[config.mk]
export PLATFORM = sky130hd
export DESIGN_NAME = seg_scan_decoder
export DESIGN_NICKNAME = d
export VERILOG_FILES = /design/src/rtl/seg_scan_decoder.sv
export SDC_FILE = /design/constraint.sdc
export NUM_CORES = 1
export LEC_CHECK = 0
export CAP_MARGIN = 10
export CORE_MARGIN = 8
export CORE_UTILIZATION = 60
export DETAILED_ROUTE_END_ITERATION = 16
export DONT_BUFFER_PORTS = 1
export HOLD_SLACK_MARGIN = 0.02
export PLACE_DENSITY_LB_ADDON = 0.1
export SLEW_MARGIN = 20
export SYNTH_ARGS = -nofsm -noshare
export SYNTH_HDL_FRONTEND = slang
export SYNTH_SLANG_ARGS = --single-unit
[constraint.sdc]
create_clock -name clk_osc -period 3.4 [get_ports clk_osc]
set_input_delay 0.17 -clock clk_osc [delete_from_list [all_inputs] [get_ports clk_osc]]
set_output_delay 0.17 -clock clk_osc [all_outputs]
set_load 0.1 [all_outputs]
[src/rtl/seg_scan_decoder.sv]
// seg_scan_decoder
//   Recovers a 4-digit BCD value by watching a multiplexed, active-low
//   7-segment display bus. The bus is asynchronous to clk_osc.
//   Each digit is captured once its {anode, eseg} pair has held steady.
//   A frame is published once all four positions have been seen.
//
// Ports
//   clk_osc      : sole clock, rising edge
//   reset        : asynchronous, active-high
//   anode[3:0]   : scanned digit select, active-low (asynchronous)
//   eseg[6:0]    : segment drive, active-low, bit0=a .. bit6=g (asynchronous)
//   digits[15:0] : last complete frame, BCD nibbles [15:12]..[3:0]
//   digit_valid  : per nibble, 1 = decimal glyph decoded
//   frame_valid  : digits holds a complete, non-stale frame
//   frame_strobe : one-cycle pulse when digits updates
//   bad_code     : one-cycle pulse on capture of an undefined pattern
//   onehot_err   : one-cycle pulse when a stable anode has >1 low bit
//   alarm_lit    : last frame had every segment lit on all four digits
//   stale        : one-cycle pulse when a partial frame times out
module seg_scan_decoder #(
    parameter int STABLE_CYCLES = 4,
    parameter int TIMEOUT       = 1048576
) (
    input  logic        clk_osc,
    input  logic        reset,
    input  logic [3:0]  anode,
    input  logic [6:0]  eseg,
    output logic [15:0] digits,
    output logic [3:0]  digit_valid,
    output logic        frame_valid,
    output logic        frame_strobe,
    output logic        bad_code,
    output logic        onehot_err,
    output logic        alarm_lit,
    output logic        stale
);

    localparam int CW = $clog2(STABLE_CYCLES);
    localparam int TW = $clog2(TIMEOUT + 1);

    localparam logic [CW-1:0] CNT_PRE  = CW'(STABLE_CYCLES - 2);
    localparam logic [CW-1:0] CNT_CAP  = CW'(STABLE_CYCLES - 1);
    localparam logic [TW-1:0] IDLE_PRE = TW'(TIMEOUT - 1);
    localparam logic [TW-1:0] IDLE_MAX = TW'(TIMEOUT);

    localparam logic [1:0] ST_IDLE    = 2'd0;
    localparam logic [1:0] ST_COLLECT = 2'd1;
    localparam logic [1:0] ST_COMMIT  = 2'd2;

    // Two-flop synchronizers, plus the previous synchronized pair.
    logic [3:0] anode_m, anode_s, anode_p;
    logic [6:0] eseg_m, eseg_s, eseg_p;

    logic [CW-1:0] stab_cnt;
    logic [TW-1:0] idle_cnt;
    logic [1:0]    state;
    logic [3:0]    mask;
    logic [15:0]   shadow_nib;
    logic [3:0]    shadow_val;
    logic [3:0]    shadow_on;

    logic       pair_same;
    logic       event_fire;
    logic [3:0] pos_bit;
    logic       anode_multi;
    logic       capture;
    logic       timeout_evt;
    logic [3:0] mask_or;
    logic [6:0] seg_on;
    logic [3:0] dec_nib;
    logic       dec_val;
    logic       dec_bad;

    always_ff @(posedge clk_osc or posedge reset) begin
        if (reset) begin
            anode_m <= '1;
            anode_s <= '1;
            anode_p <= '1;
            eseg_m  <= '1;
            eseg_s  <= '1;
            eseg_p  <= '1;
        end else begin
            anode_m <= anode;
            anode_s <= anode_m;
            anode_p <= anode_s;
            eseg_m  <= eseg;
            eseg_s  <= eseg_m;
            eseg_p  <= eseg_s;
        end
    end

    assign pair_same = (anode_s == anode_p) && (eseg_s == eseg_p);
    // Fires on the single cycle the counter steps up to STABLE_CYCLES-1.
    // The counter saturates there, so one steady pair fires exactly once.
    assign event_fire = pair_same && (stab_cnt == CNT_PRE);

    always_ff @(posedge clk_osc or posedge reset) begin
        if (reset)
            stab_cnt <= '0;
        else if (!pair_same)
            stab_cnt <= '0;
        else if (stab_cnt != CNT_CAP)
            stab_cnt <= stab_cnt + 1'b1;
    end

    always_comb begin
        pos_bit = '0;
        case (anode_s)
            4'b0111: pos_bit = 4'b0001;
            4'b1110: pos_bit = 4'b0010;
            4'b1101: pos_bit = 4'b0100;
            4'b1011: pos_bit = 4'b1000;
            default: pos_bit = '0;
        endcase
    end

    // Anything that is neither a single low bit nor all-high has two or more low bits.
    assign anode_multi = (pos_bit == 4'b0000) && (anode_s != 4'b1111);
    assign capture     = event_fire && (pos_bit != 4'b0000);
    assign mask_or     = mask | pos_bit;
    assign seg_on      = ~eseg_s;

    always_comb begin
        dec_nib = 4'hE;
        dec_val = 1'b0;
        dec_bad = 1'b0;
        case (seg_on)
            7'h3F: begin dec_nib = 4'd0; dec_val = 1'b1; end
            7'h06: begin dec_nib = 4'd1; dec_val = 1'b1; end
            7'h5B: begin dec_nib = 4'd2; dec_val = 1'b1; end
            7'h4F: begin dec_nib = 4'd3; dec_val = 1'b1; end
            7'h66: begin dec_nib = 4'd4; dec_val = 1'b1; end
            7'h6D: begin dec_nib = 4'd5; dec_val = 1'b1; end
            7'h7D: begin dec_nib = 4'd6; dec_val = 1'b1; end
            7'h07: begin dec_nib = 4'd7; dec_val = 1'b1; end
            7'h7F: begin dec_nib = 4'd8; dec_val = 1'b1; end
            7'h6F: begin dec_nib = 4'd9; dec_val = 1'b1; end
            7'h00: begin dec_nib = 4'hF; end
            default: begin dec_nib = 4'hE; dec_bad = 1'b1; end
        endcase
    end

    // Idle counter saturates at TIMEOUT. The timeout event fires only on the
    // step that reaches TIMEOUT.
    assign timeout_evt = !capture && (idle_cnt == IDLE_PRE);

    always_ff @(posedge clk_osc or posedge reset) begin
        if (reset)
            idle_cnt <= '0;
        else if (capture)
            idle_cnt <= '0;
        else if (idle_cnt != IDLE_MAX)
            idle_cnt <= idle_cnt + 1'b1;
    end

    always_ff @(posedge clk_osc or posedge reset) begin
        if (reset) begin
            shadow_nib <= '1;
            shadow_val <= '0;
            shadow_on  <= '0;
        end else if (capture) begin
            for (int unsigned i = 0; i < 4; i++) begin
                if (pos_bit[i]) begin
                    shadow_nib[i*4 +: 4] <= dec_nib;
                    shadow_val[i]        <= dec_val;
                    shadow_on[i]         <= (seg_on == 7'h7F);
                end
            end
        end
    end

    always_ff @(posedge clk_osc or posedge reset) begin
        if (reset) begin
            state        <= ST_IDLE;
            mask         <= '0;
            digits       <= '1;
            digit_valid  <= '0;
            frame_valid  <= 1'b0;
            frame_strobe <= 1'b0;
            alarm_lit    <= 1'b0;
            bad_code     <= 1'b0;
            onehot_err   <= 1'b0;
            stale        <= 1'b0;
        end else begin
            frame_strobe <= 1'b0;
            stale        <= 1'b0;
            bad_code     <= capture && dec_bad;
            onehot_err   <= event_fire && anode_multi;
            case (state)
                ST_COMMIT: begin
                    // The shadow is read before this cycle's capture lands.
                    // A capture in this cycle starts the next frame.
                    digits       <= shadow_nib;
                    digit_valid  <= shadow_val;
                    alarm_lit    <= &shadow_on;
                    frame_valid  <= 1'b1;
                    frame_strobe <= 1'b1;
                    if (capture) begin
                        mask  <= pos_bit;
                        state <= ST_COLLECT;
                    end else begin
                        mask  <= '0;
                        state <= ST_IDLE;
                    end
                end
                default: begin
                    if (capture) begin
                        mask  <= mask_or;
                        state <= (mask_or == 4'b1111) ? ST_COMMIT : ST_COLLECT;
                    end else if (timeout_evt) begin
                        frame_valid <= 1'b0;
                        if (state == ST_COLLECT) begin
                            mask  <= '0;
                            stale <= 1'b1;
                            state <= ST_IDLE;
                        end
                    end
                end
            endcase
        end
    end

endmodule

==> metrics.csv <==
metric,value,unit
status,"finished, final reports clean",
Slew @ Worst Pin,0.961,ns
Layout Utilization,66.5,%
core area,7770,sq um
detailed placer's ending HPWL,5760,microns
1st-pass router iterations,4,
syn_nets,421,
vias,2831,
Crit Path Max Fanout,14,
Slew Limit Headroom,36.0,%
Overflow after GRT,0,
TritonCTS buffer count,9,
startpoint type of the worst setup path,flip-flop,
initial antenna violation count,0,
clk slew on worst S/H paths,0.09,ns
Post-CTS Setup Bufs,0,
CP required,3.68,ns
Remaining DRCs,0,
YS warnings,0,
Overall Global Routing Usage,16.2,%
Syn Std Cell Area,4840,sq um
CTS sink count,112,
final instance area,5170,sq um
first-pass GRT wire length,14800,microns
cts repair resizes,0,
DRT antenna net count,0,
final hold vios,0,
CP max stage cell,dfstp_2,
Total Wirelength,8440,microns
CTS Root Cell,clkbuf_8,
Worst VDD drop,0.241,mV
Synth Instances,404,
Pins Over Slew Limit,0,
Post-layout nets,429,
Synth Register Bits,112,
LEAKAGE,0.00226,uW
pre-CTS WS,0.831,ns
Post-synth EDFFs,0,
gpl congestion,0.863,
Non-Filler Instances,518,
Max stage delay on crit path,0.67,ns
PortBufs,0,
Final period util,75.4,%
Die ar.,11200,sq um
setup_tns,0,ns
skew final,0.0157,ns
CTS tree,done,
Starting Density,62.3,%
num ports,39,
Area Overhead vs Synth,6.83,%
DR WL/cell,16.3,microns
diode count,0,
worst setup margin,0.837,ns
H-tree depth reported by CTS,3,
minimum clock period,2.56,ns
placed cell count,491,
asr flop ratio synth,100,%
WP data arrival,2.84,ns
PD cells,426,nW/um^2
later-pin clock latency in the skew report,0.37,ns
max cap viols,0,
worst hold path type,in -> reg,
Netlist cell types,48,
"Primary FF master, synth",dfstp_2,
Syn Area/Cell,12.0,sq um
CTS max path bufs,2,
FMAX,390,MHz
Setup Viol. Count Final,0,
critical-path cell list,xor2_1 -> nor4_2 -> nor4b_4 -> and2_1 -> buf_4 -> mux2i_1,
Via-to-Cell Ratio,5.47,
Setup crit end kind,flip-flop,
Die Wd,106,microns
Die H,106,microns
cell area after placement,4870,sq um
share of cells above drive strength 1,28.4,%
number of global-route vias before repair,2939,
pin count of the biggest net entering global routing,83,
row cnt,32,
initial drt markers,100,
Crit Path Category,reg -> reg,
unrepaired setup endpoints after global routing,no,
"Seq/Total Area, Yosys",59.6,%
==> area by class of cell <==
cell class / count / area [sq um]
Timing Repair Buffer: 16 / 150
Inverter: 6 / 25.0
Sequential cell: 112 / 2880
Clock inverter: 4 / 28.8
Multi-Input combinational cell: 267 / 1800
Fill cell: 589 / 2600
Clock buffer: 11 / 153
Tap cell: 102 / 128
==> kinds of logic after synthesis <==
kind of cell,synth area share [%]
adder cells (fa/ha/maj),1.03
buffers and inverters,3.18
flip-flops,59.6
multiplexers,8.07
AND/OR/NAND/NOR,18.1
XOR/XNOR,6.49
AO/OA/AOI/OAI,3.57
==> final timing paths <==
| path | endpoint | slack, ns | cells after the start | start |
|---|---|---|---|---|
| worst min register to register | anode_s[3] | 0.36 | 0 | anode_m[3] |
| worst max-delay path | state[0] | 0.84 | 6 | eseg_s[2] |
| worst max register to register | state[0] | 0.84 | 6 | eseg_s[2] |
| max in group asynchronous | anode_s[2] | 2.02 | 3 | reset |
| min in group asynchronous | mask[2] | 0.51 | 2 | reset |
| worst min-delay path | eseg_m[4] | 0.35 | 1 | eseg[4] |
==> stage by stage <==
stage               hold slack (ns)  total power (uW)
finish                        0.351              2200
global route                  0.324              2280
floorplan                     0.174              1460
global placement              0.175              1480
detailed placement            0.175              1480
CTS                           0.327              2230
==> power breakdown <==
group	internal (uW)	switching, uW	leakage, uW
clock	308	424	0.0000865
combinational	30.4	46.2	0.000852
sequential	1370	22.1	0.00132
==> layer usage <==
metal  part of all wire [%]  vias up  global-route usage [%]
met2                     48       48                    25.9
met1                     47     1420                    20.6
li1                       -     1354                       -
met4                    1.1        0                    5.73
met3                    3.9        9                    4.57
met5                      0        -                       0
==> flip-flops by register name, indices dropped and copies added, names as in the netlist, 2 cells and up <==
| name | flops |
|---|---|
| idle_cnt | 21 |
| digits | 16 |
| shadow_nib | 16 |
| eseg_m | 7 |
| eseg_p | 7 |
| eseg_s | 7 |
| anode_m | 4 |
| anode_p | 4 |
| anode_s | 4 |
| digit_valid | 4 |
| mask | 4 |
| shadow_on | 4 |
| shadow_val | 4 |
| stab_cnt | 2 |
| state | 2 |
==> worst max-delay path, delay by kind of cell, from the launching register on <==
kind,cells,cell delay (ns)
and+or+nand+nor,3,1.23
muxes,1,0.19
xor gates and xnor gates,1,0.11
buffers and inverters,1,0.28
DFF,1,0.67
==> cells in the final DEF (no fill, tap or decap), types with 4 or more instances in the layout <==
master,count
nor4_1,5
and3_1,4
nand4_1,8
xnor2_1,16
a21oi_1,4
buf_4,4
ha_1,4
xor2_1,18
mux2_4,24
clkbuf_8,9
nor2_1,31
dfrtp_1,47
o21bai_1,4
nand3_1,14
nand2_1,81
dlygate4sd3_1,12
dfstp_2,65
inv_1,5
o21ai_0,7
and2_1,6
==> synthesized netlist by cell type, drive strengths merged, types with 2 or more instances <==
| cell type | instances | area, sq um |
|---|---|---|
| nand2 | 82 | 310 |
| nand2b | 3 | 18.8 |
| mux2 | 24 | 360 |
| xor2 | 19 | 174 |
| nor2 | 31 | 116 |
| nor3b | 3 | 22.5 |
| xnor2 | 16 | 140 |
| a21oi | 4 | 20.0 |
| nand4 | 9 | 62.6 |
| buf | 13 | 109 |
| nor4b | 4 | 50.1 |
| and4b | 2 | 20.0 |
| nor4 | 7 | 65.1 |
| mux2i | 3 | 30.0 |
| o21bai | 4 | 30.0 |
| o2111ai | 2 | 23.8 |
| nand3 | 14 | 70.1 |
| o21ai | 7 | 35.0 |
| nor3 | 4 | 25.0 |
| dfrtp | 47 | 1180 |
| and3 | 5 | 32.5 |
| or3 | 3 | 18.8 |
| and2 | 6 | 37.5 |
| clkbuf | 6 | 22.5 |
| ha | 4 | 50.1 |
| dfstp | 65 | 1710 |
| inv | 6 | 22.5 |
| a21o | 3 | 22.5 |
==> repair_timing <==
item                                    4_1_cts  5_1_grt
hold buffers                                 12        0
hold endpoints to repair                     46        0
endpoints found under the setup margin        0        0
Power figures use the tool's default switching activity.
